$ cat src/rtl/dump_ctrl_pkg.sv
// Shared analyzer constants and readout FSM state encoding.
// Sample RAM depth and address width are common to capture and dump.
package dump_ctrl_pkg;

  localparam int CAP_ENTRIES = 384;
  localparam int CAP_LOG2    = 9;

  typedef enum logic [1:0] {
    IDLE,
    RD,
    LATCH,
    WAIT_TX
  } dump_state_t;

endpackage

$ cat src/rtl/dump_ctrl_if.sv
// Readout bundle: cmd_cfg command, capture address, RAM port, UART handshake.
// slave is the dump_ctrl side, master the surrounding system.
interface dump_ctrl_if
  import dump_ctrl_pkg::*;
#(
  parameter int LOG2 = CAP_LOG2
);

  logic            dump;
  logic            capture_done;
  logic [LOG2-1:0] waddr_cap;
  logic [7:0]      rdata;
  logic            tx_done;
  logic [LOG2-1:0] raddr;
  logic            re;
  logic [7:0]      tx_data;
  logic            trmt;
  logic            dump_busy;
  logic            dump_done;

  modport slave (
    input  dump,
    input  capture_done,
    input  waddr_cap,
    input  rdata,
    input  tx_done,
    output raddr,
    output re,
    output tx_data,
    output trmt,
    output dump_busy,
    output dump_done
  );

  modport master (
    output dump,
    output capture_done,
    output waddr_cap,
    output rdata,
    output tx_done,
    input  raddr,
    input  re,
    input  tx_data,
    input  trmt,
    input  dump_busy,
    input  dump_done
  );

endinterface

$ cat src/rtl/dump_ctrl_circ_ptr.sv
// Load/increment circular pointer wrapping at ENTRIES-1.
// Depth need not be a power of two; load has priority over increment.
module circ_ptr
  import dump_ctrl_pkg::*;
#(
  parameter int ENTRIES = CAP_ENTRIES,
  parameter int LOG2    = CAP_LOG2
) (
  input  logic            clk,
  input  logic            rst_n,
  input  logic            load,
  input  logic            inc,
  input  logic [LOG2-1:0] load_val,
  output logic [LOG2-1:0] ptr
);

  localparam logic [LOG2-1:0] LAST = LOG2'(ENTRIES - 1);

  always_ff @(posedge clk or negedge rst_n) begin
    if (!rst_n) begin
      ptr <= '0;
    end else if (load) begin
      ptr <= load_val;
    end else if (inc) begin
      ptr <= (ptr == LAST) ? '0 : ptr + LOG2'(1);
    end
  end

endmodule

$ cat src/rtl/dump_ctrl.sv
// Sample RAM readout: streams every entry, oldest first, to the UART.
// All outputs are registered; rdata never reaches an output combinationally.
module dump_ctrl
  import dump_ctrl_pkg::*;
#(
  parameter int ENTRIES = CAP_ENTRIES,
  parameter int LOG2    = CAP_LOG2
) (
  input logic        clk,
  input logic        rst_n,
  dump_ctrl_if.slave bus
);

  localparam logic [LOG2-1:0] LAST = LOG2'(ENTRIES - 1);

  dump_state_t     state;
  dump_state_t     state_d;
  logic [LOG2-1:0] cnt;
  logic [LOG2-1:0] cnt_d;
  logic [LOG2-1:0] raddr;
  logic            rvalid;
  logic            re_q;
  logic            re_d;
  logic            trmt_q;
  logic            trmt_d;
  logic            busy_q;
  logic            busy_d;
  logic            done_q;
  logic            done_d;
  logic [7:0]      txd_q;
  logic [7:0]      txd_d;
  logic            ld;
  logic            inc;

  circ_ptr #(
    .ENTRIES (ENTRIES),
    .LOG2    (LOG2)
  ) u_rptr (
    .clk      (clk),
    .rst_n    (rst_n),
    .load     (ld),
    .inc      (inc),
    .load_val (bus.waddr_cap),
    .ptr      (raddr)
  );

  // LATCH waits for rvalid, which marks the cycle the RAM data is present.
  always_comb begin
    state_d = state;
    cnt_d   = cnt;
    re_d    = 1'b0;
    trmt_d  = 1'b0;
    done_d  = 1'b0;
    busy_d  = busy_q;
    txd_d   = txd_q;
    ld      = 1'b0;
    inc     = 1'b0;
    unique case (state)
      IDLE: begin
        if (bus.dump && bus.capture_done) begin
          ld      = 1'b1;
          cnt_d   = '0;
          busy_d  = 1'b1;
          state_d = RD;
        end
      end
      RD: begin
        re_d    = 1'b1;
        state_d = LATCH;
      end
      LATCH: begin
        if (rvalid) begin
          txd_d   = bus.rdata;
          trmt_d  = 1'b1;
          state_d = WAIT_TX;
        end
      end
      WAIT_TX: begin
        if (bus.tx_done) begin
          if (cnt == LAST) begin
            done_d  = 1'b1;
            busy_d  = 1'b0;
            state_d = IDLE;
          end else begin
            cnt_d   = cnt + LOG2'(1);
            inc     = 1'b1;
            state_d = RD;
          end
        end
      end
      default: state_d = IDLE;
    endcase
  end

  always_ff @(posedge clk or negedge rst_n) begin
    if (!rst_n) begin
      state  <= IDLE;
      cnt    <= '0;
      rvalid <= 1'b0;
      re_q   <= 1'b0;
      trmt_q <= 1'b0;
      busy_q <= 1'b0;
      done_q <= 1'b0;
      txd_q  <= '0;
    end else begin
      state  <= state_d;
      cnt    <= cnt_d;
      rvalid <= re_q;
      re_q   <= re_d;
      trmt_q <= trmt_d;
      busy_q <= busy_d;
      done_q <= done_d;
      txd_q  <= txd_d;
    end
  end

  assign bus.raddr     = raddr;
  assign bus.re        = re_q;
  assign bus.tx_data   = txd_q;
  assign bus.trmt      = trmt_q;
  assign bus.dump_busy = busy_q;
  assign bus.dump_done = done_q;

endmodule

$ cat src/flat_wrapper.sv
// flat-port wrapper written by rule: the top's interface ports become plain ports
module dump_ctrl_flat import dump_ctrl_pkg::*;
#(
  parameter int ENTRIES = CAP_ENTRIES,
  parameter int LOG2    = CAP_LOG2
)
  (clk, rst_n, bus_dump, bus_capture_done, bus_waddr_cap, bus_rdata, bus_tx_done, bus_raddr, bus_re, bus_tx_data, bus_trmt, bus_dump_busy, bus_dump_done);
  dump_ctrl_if #(.LOG2(LOG2)) bus_i ();
  input logic clk;
  input logic rst_n;
  input wire logic [$bits(bus_i.dump)-1:0] bus_dump;
  input wire logic [$bits(bus_i.capture_done)-1:0] bus_capture_done;
  input wire logic [$bits(bus_i.waddr_cap)-1:0] bus_waddr_cap;
  input wire logic [$bits(bus_i.rdata)-1:0] bus_rdata;
  input wire logic [$bits(bus_i.tx_done)-1:0] bus_tx_done;
  output wire logic [$bits(bus_i.raddr)-1:0] bus_raddr;
  output wire logic [$bits(bus_i.re)-1:0] bus_re;
  output wire logic [$bits(bus_i.tx_data)-1:0] bus_tx_data;
  output wire logic [$bits(bus_i.trmt)-1:0] bus_trmt;
  output wire logic [$bits(bus_i.dump_busy)-1:0] bus_dump_busy;
  output wire logic [$bits(bus_i.dump_done)-1:0] bus_dump_done;
  assign bus_i.dump = bus_dump;
  assign bus_i.capture_done = bus_capture_done;
  assign bus_i.waddr_cap = bus_waddr_cap;
  assign bus_i.rdata = bus_rdata;
  assign bus_i.tx_done = bus_tx_done;
  assign bus_raddr = bus_i.raddr;
  assign bus_re = bus_i.re;
  assign bus_tx_data = bus_i.tx_data;
  assign bus_trmt = bus_i.trmt;
  assign bus_dump_busy = bus_i.dump_busy;
  assign bus_dump_done = bus_i.dump_done;
  dump_ctrl #(.ENTRIES(ENTRIES), .LOG2(LOG2)) u_core (.clk(clk), .rst_n(rst_n), .bus(bus_i));
endmodule
$ cat config.mk
export PLATFORM = sky130hd
export DESIGN_NAME = dump_ctrl_flat
export DESIGN_NICKNAME = d
export VERILOG_FILES = /design/src/rtl/dump_ctrl_pkg.sv /design/src/rtl/dump_ctrl_if.sv /design/src/rtl/dump_ctrl_circ_ptr.sv /design/src/rtl/dump_ctrl.sv /design/src/flat_wrapper.sv
export SDC_FILE = /design/constraint.sdc
export NUM_CORES = 1
export LEC_CHECK = 0
export CAP_MARGIN = 20
export CORE_ASPECT_RATIO = 1.1
export CORE_MARGIN = 3
export CORE_UTILIZATION = 44
export CTS_CLUSTER_DIAMETER = 60
export DETAILED_ROUTE_END_ITERATION = 16
export GPL_TIMING_DRIVEN = 0
export PLACE_DENSITY = 0.75
export SYNTH_ARGS = -nofsm -noshare
export SYNTH_HDL_FRONTEND = slang
export SYNTH_SLANG_ARGS = --single-unit
$ cat constraint.sdc
create_clock -name clk -period 1.9 [get_ports clk]
set_clock_uncertainty 0.15 [all_clocks]
set_input_delay 0.38 -clock clk [delete_from_list [all_inputs] [get_ports clk]]
set_output_delay 0.38 -clock clk [all_outputs]
set_load 0.005 [all_outputs]
==> qor.csv <==
metric;value;unit
Slew Limit Fails;0;
Hold Path Class;input port to async pin;
Syn Inst Count;175;
Clk pin slew, worst setup/hold paths;0.07;ns
PD cells;1360;mW/mm^2
peak supply drop;0.000598;V
ant diodes;0;
Worst setup EP type;flip-flop;
Slew headroom;50.8;%
FMAX;536;MHz
met3 WL;324;um
Max-Cap Viols;0;
Starting Density;47.6;%
Pre-antenna DRT Iters;4;
Synth Cell Area;0.00179;sq mm
initial antenna violation count;0;
Switch Pwr;1.20;mW
Comb power frac;47.9;%
CP Data Required Time;1.96;ns
count of cell types in the netlist;42;
num rows;23;
Final Hold Vio Count;1;
Clock Path Buffers;2;
GRT Resource Usage Total;19.7;%
wire per inst;16.2;um
DIE WIDTH;66.9;um
worst slew pin tran;0.738;ns
final global-route overflow total;0;
number of setup violations in the final report;0;
R2R cell count;7;
total power;3.47;mW
wire length on met2;2.32;mm
reg2reg start;u_core.state[1]$_DFFE_PN0P_;
CP Launch Type;flip-flop;
HPWL after DPL;3.25;mm
CTS Root Cell;clkbuf_8;
worst reg2reg endpoint;u_core.cnt[5]$_DFFE_PN0P_;
# IOs;43;
post-route ant nets;0;
Synth Net Count;203;
die height;73.0;um
commonest non-fill, non-tap cell in the layout;clkdlybuf4s50_1;
total CTS buffers;5;
routability cong.;0.823;
failing checks;hold timing;
first-pass GRT wire length;7.47;mm
WHS;-0.000107;ns
Tmin final;1.86;ns
uppermost layer routed;met4;
Total Neg Setup Slack;0;ns
pin count of the biggest net entering global routing;34;
count of state elements after synthesis;33;
Clock Power Share;16.7;%
Area growth syn-to-layout;42.5;%
drt drc;0;
clk_lat worst skew;0.29;ns
via count;1671;
Synth Flop Type;dfrtp_1;
RSZ-0062 raised after global routing;true;
outcome;complete, but fails checks;
Floorplan Core Area;0.00377;sq mm
R2R setup slack;0.04;ns
# port buffers;42;
Sw Ratio;34.6;%
commonest non-fill, non-tap cells in the layout;41 x clkdlybuf4s50_1, 33 x dfrtp_1, 19 x nand2_1, 15 x nand3_1;
vias in the first global route;1685;
Synth Area per Inst;10.3;sq um
CTS tree;yes;
CP Class;flip-flop to flip-flop;
1st-iter DRT viols;134;
Seq/Total Area, Yosys;46.0;%
DIE AREA;0.00488;sq mm
# nets final;261;
share of cells above drive strength 1;23.9;%
clk sinks;33;
EDFF count, synth;0;
Flop pwr share;35.3;%
crit-path max FO;5;
CTS Hold Bufs;0;
Worst Path Arrival;1.93;ns
Synth Warn #;0;
part of the cycle the worst path needs;98.2;%
vias per cell;5.88;
Internal Power;2.27;mW
H-tree levels;2;
# fillers;295;
LEAKAGE;1.07;nW
async set-or-reset flop fraction in the synthesized netlist;100;%
final WL;4.59;mm
met1 wire length;1.88;mm
==> kinds of logic (layout without fill, tap and decap cells) <==
kind of cell / Yosys count / after routing / synth area share (%)
compound gates: 41 / 41 / 16.1
xor+xnor: 2 / 2 / 0.976
fa+ha+maj: 6 / 6 / 4.18
buf+inv: 9 / 68 / 2.72
flops: 33 / 33 / 46.0
mux: 12 / 12 / 7.32
simple gates: 72 / 72 / 22.7
==> sequential cells by signal, summed over array words and instances (netlist names) <==
register,cells
u_core.cnt,9
u_core.state,2
u_core.rvalid,1
u_core.bus.re,1
u_core.u_rptr.ptr,9
u_core.bus.dump_busy,1
u_core.bus.trmt,1
u_core.bus.dump_done,1
u_core.bus.tx_data,8
==> worst max-delay path by stage <==
stage | startpoint | end | slack [ns] | cells past startpoint
floorplan | u_core.state[0]$_DFFE_PN0P_ | u_core.cnt[5]$_DFFE_PN0P_ | 0.01 | 7
global placement | rst_n | u_core.cnt[2]$_DFFE_PN0P_ | -0.35 | 1
detailed placement | bus_tx_done | u_core.cnt[5]$_DFFE_PN0P_ | -0.35 | 6
CTS | u_core.cnt[0]$_DFFE_PN0P_ | u_core.cnt[5]$_DFFE_PN0P_ | -0.002 | 5
global route | u_core.state[1]$_DFFE_PN0P_ | u_core.cnt[5]$_DFFE_PN0P_ | -0.04 | 7
finish | u_core.state[1]$_DFFE_PN0P_ | u_core.cnt[5]$_DFFE_PN0P_ | 0.04 | 7
==> cells in the mapped netlist, types with 4 or more instances <==
library cell	instances	share of area (%)
or4_1	4	1.7
o31ai_1	6	2.5
nand3_1	15	4.2
inv_1	4	0.84
ha_1	6	4.2
dfrtp_1	33	46
a31oi_1	5	1.7
a21oi_1	8	2.2
mux2_2	9	5.6
nand2_1	20	4.2
o21ai_0	8	2.2
nor2_1	9	1.9
==> metrics by stage <==
step | hold WS (ns) | cell area [sq um] | setup WS, ns | util [%] | instances
after floorplan | -0.0656 | 1800 | 0.0125 | - | 175
after global placement | 0.210 | 2280 | -0.350 | 60.5 | 267
after detailed placement | 0.221 | 2270 | -0.345 | 60.3 | 267
after CTS | 0.0202 | 2460 | -0.00229 | 65.4 | 284
after global routing | 0.0591 | 2560 | -0.0382 | 67.8 | 284
final | -0.000107 | 2560 | 0.0350 | 67.8 | 284
==> repair_timing <==
| action | CTS | global route |
|---|---|---|
| gates resized for setup | 7 | 18 |
| pin swaps | 3 | 4 |
| buffers inserted | 9 | 1 |
| endpoints found under the setup margin | 10 | 12 |
==> critical path, stage by stage (launching register included) <==
cell      delay (ns)
dfrtp_1         0.40
inv_2           0.07
ha_4            0.17
a21bo_4         0.18
o211ai_2        0.11
buf_6           0.14
or4_1           0.44
a21oi_2         0.14
==> layout make-up <==
type | instances | area [sq um] | share of cell area (%)
clock inverter | 1 | 5.00 | 0.196
timing repair buffer | 52 | 494 | 19.3
buffer | 4 | 31.3 | 1.22
clock buffer | 7 | 96.3 | 3.77
tap | 50 | 62.6 | 2.45
multi-input combinational | 133 | 1030 | 40.2
inverter | 4 | 15.0 | 0.587
sequential | 33 | 826 | 32.3
==> power groups by stage <==
stage	Sequential, mW	Combinational (mW)	Clock (mW)
after floorplan	1.20	0.769	0
after global placement	1.21	1.38	0
after detailed placement	1.23	1.43	0
after CTS	1.21	1.62	0.593
after global routing	1.27	1.83	0.622
final	1.23	1.67	0.581
==> routing by layer <==
metal	up-vias	track usage, %
met2	67	35.4
met3	11	5.24
li1	773	-
met1	820	22.5
met4	0	6.76
met5	-	0
No activity file was read; power rests on OpenSTA's default activity.
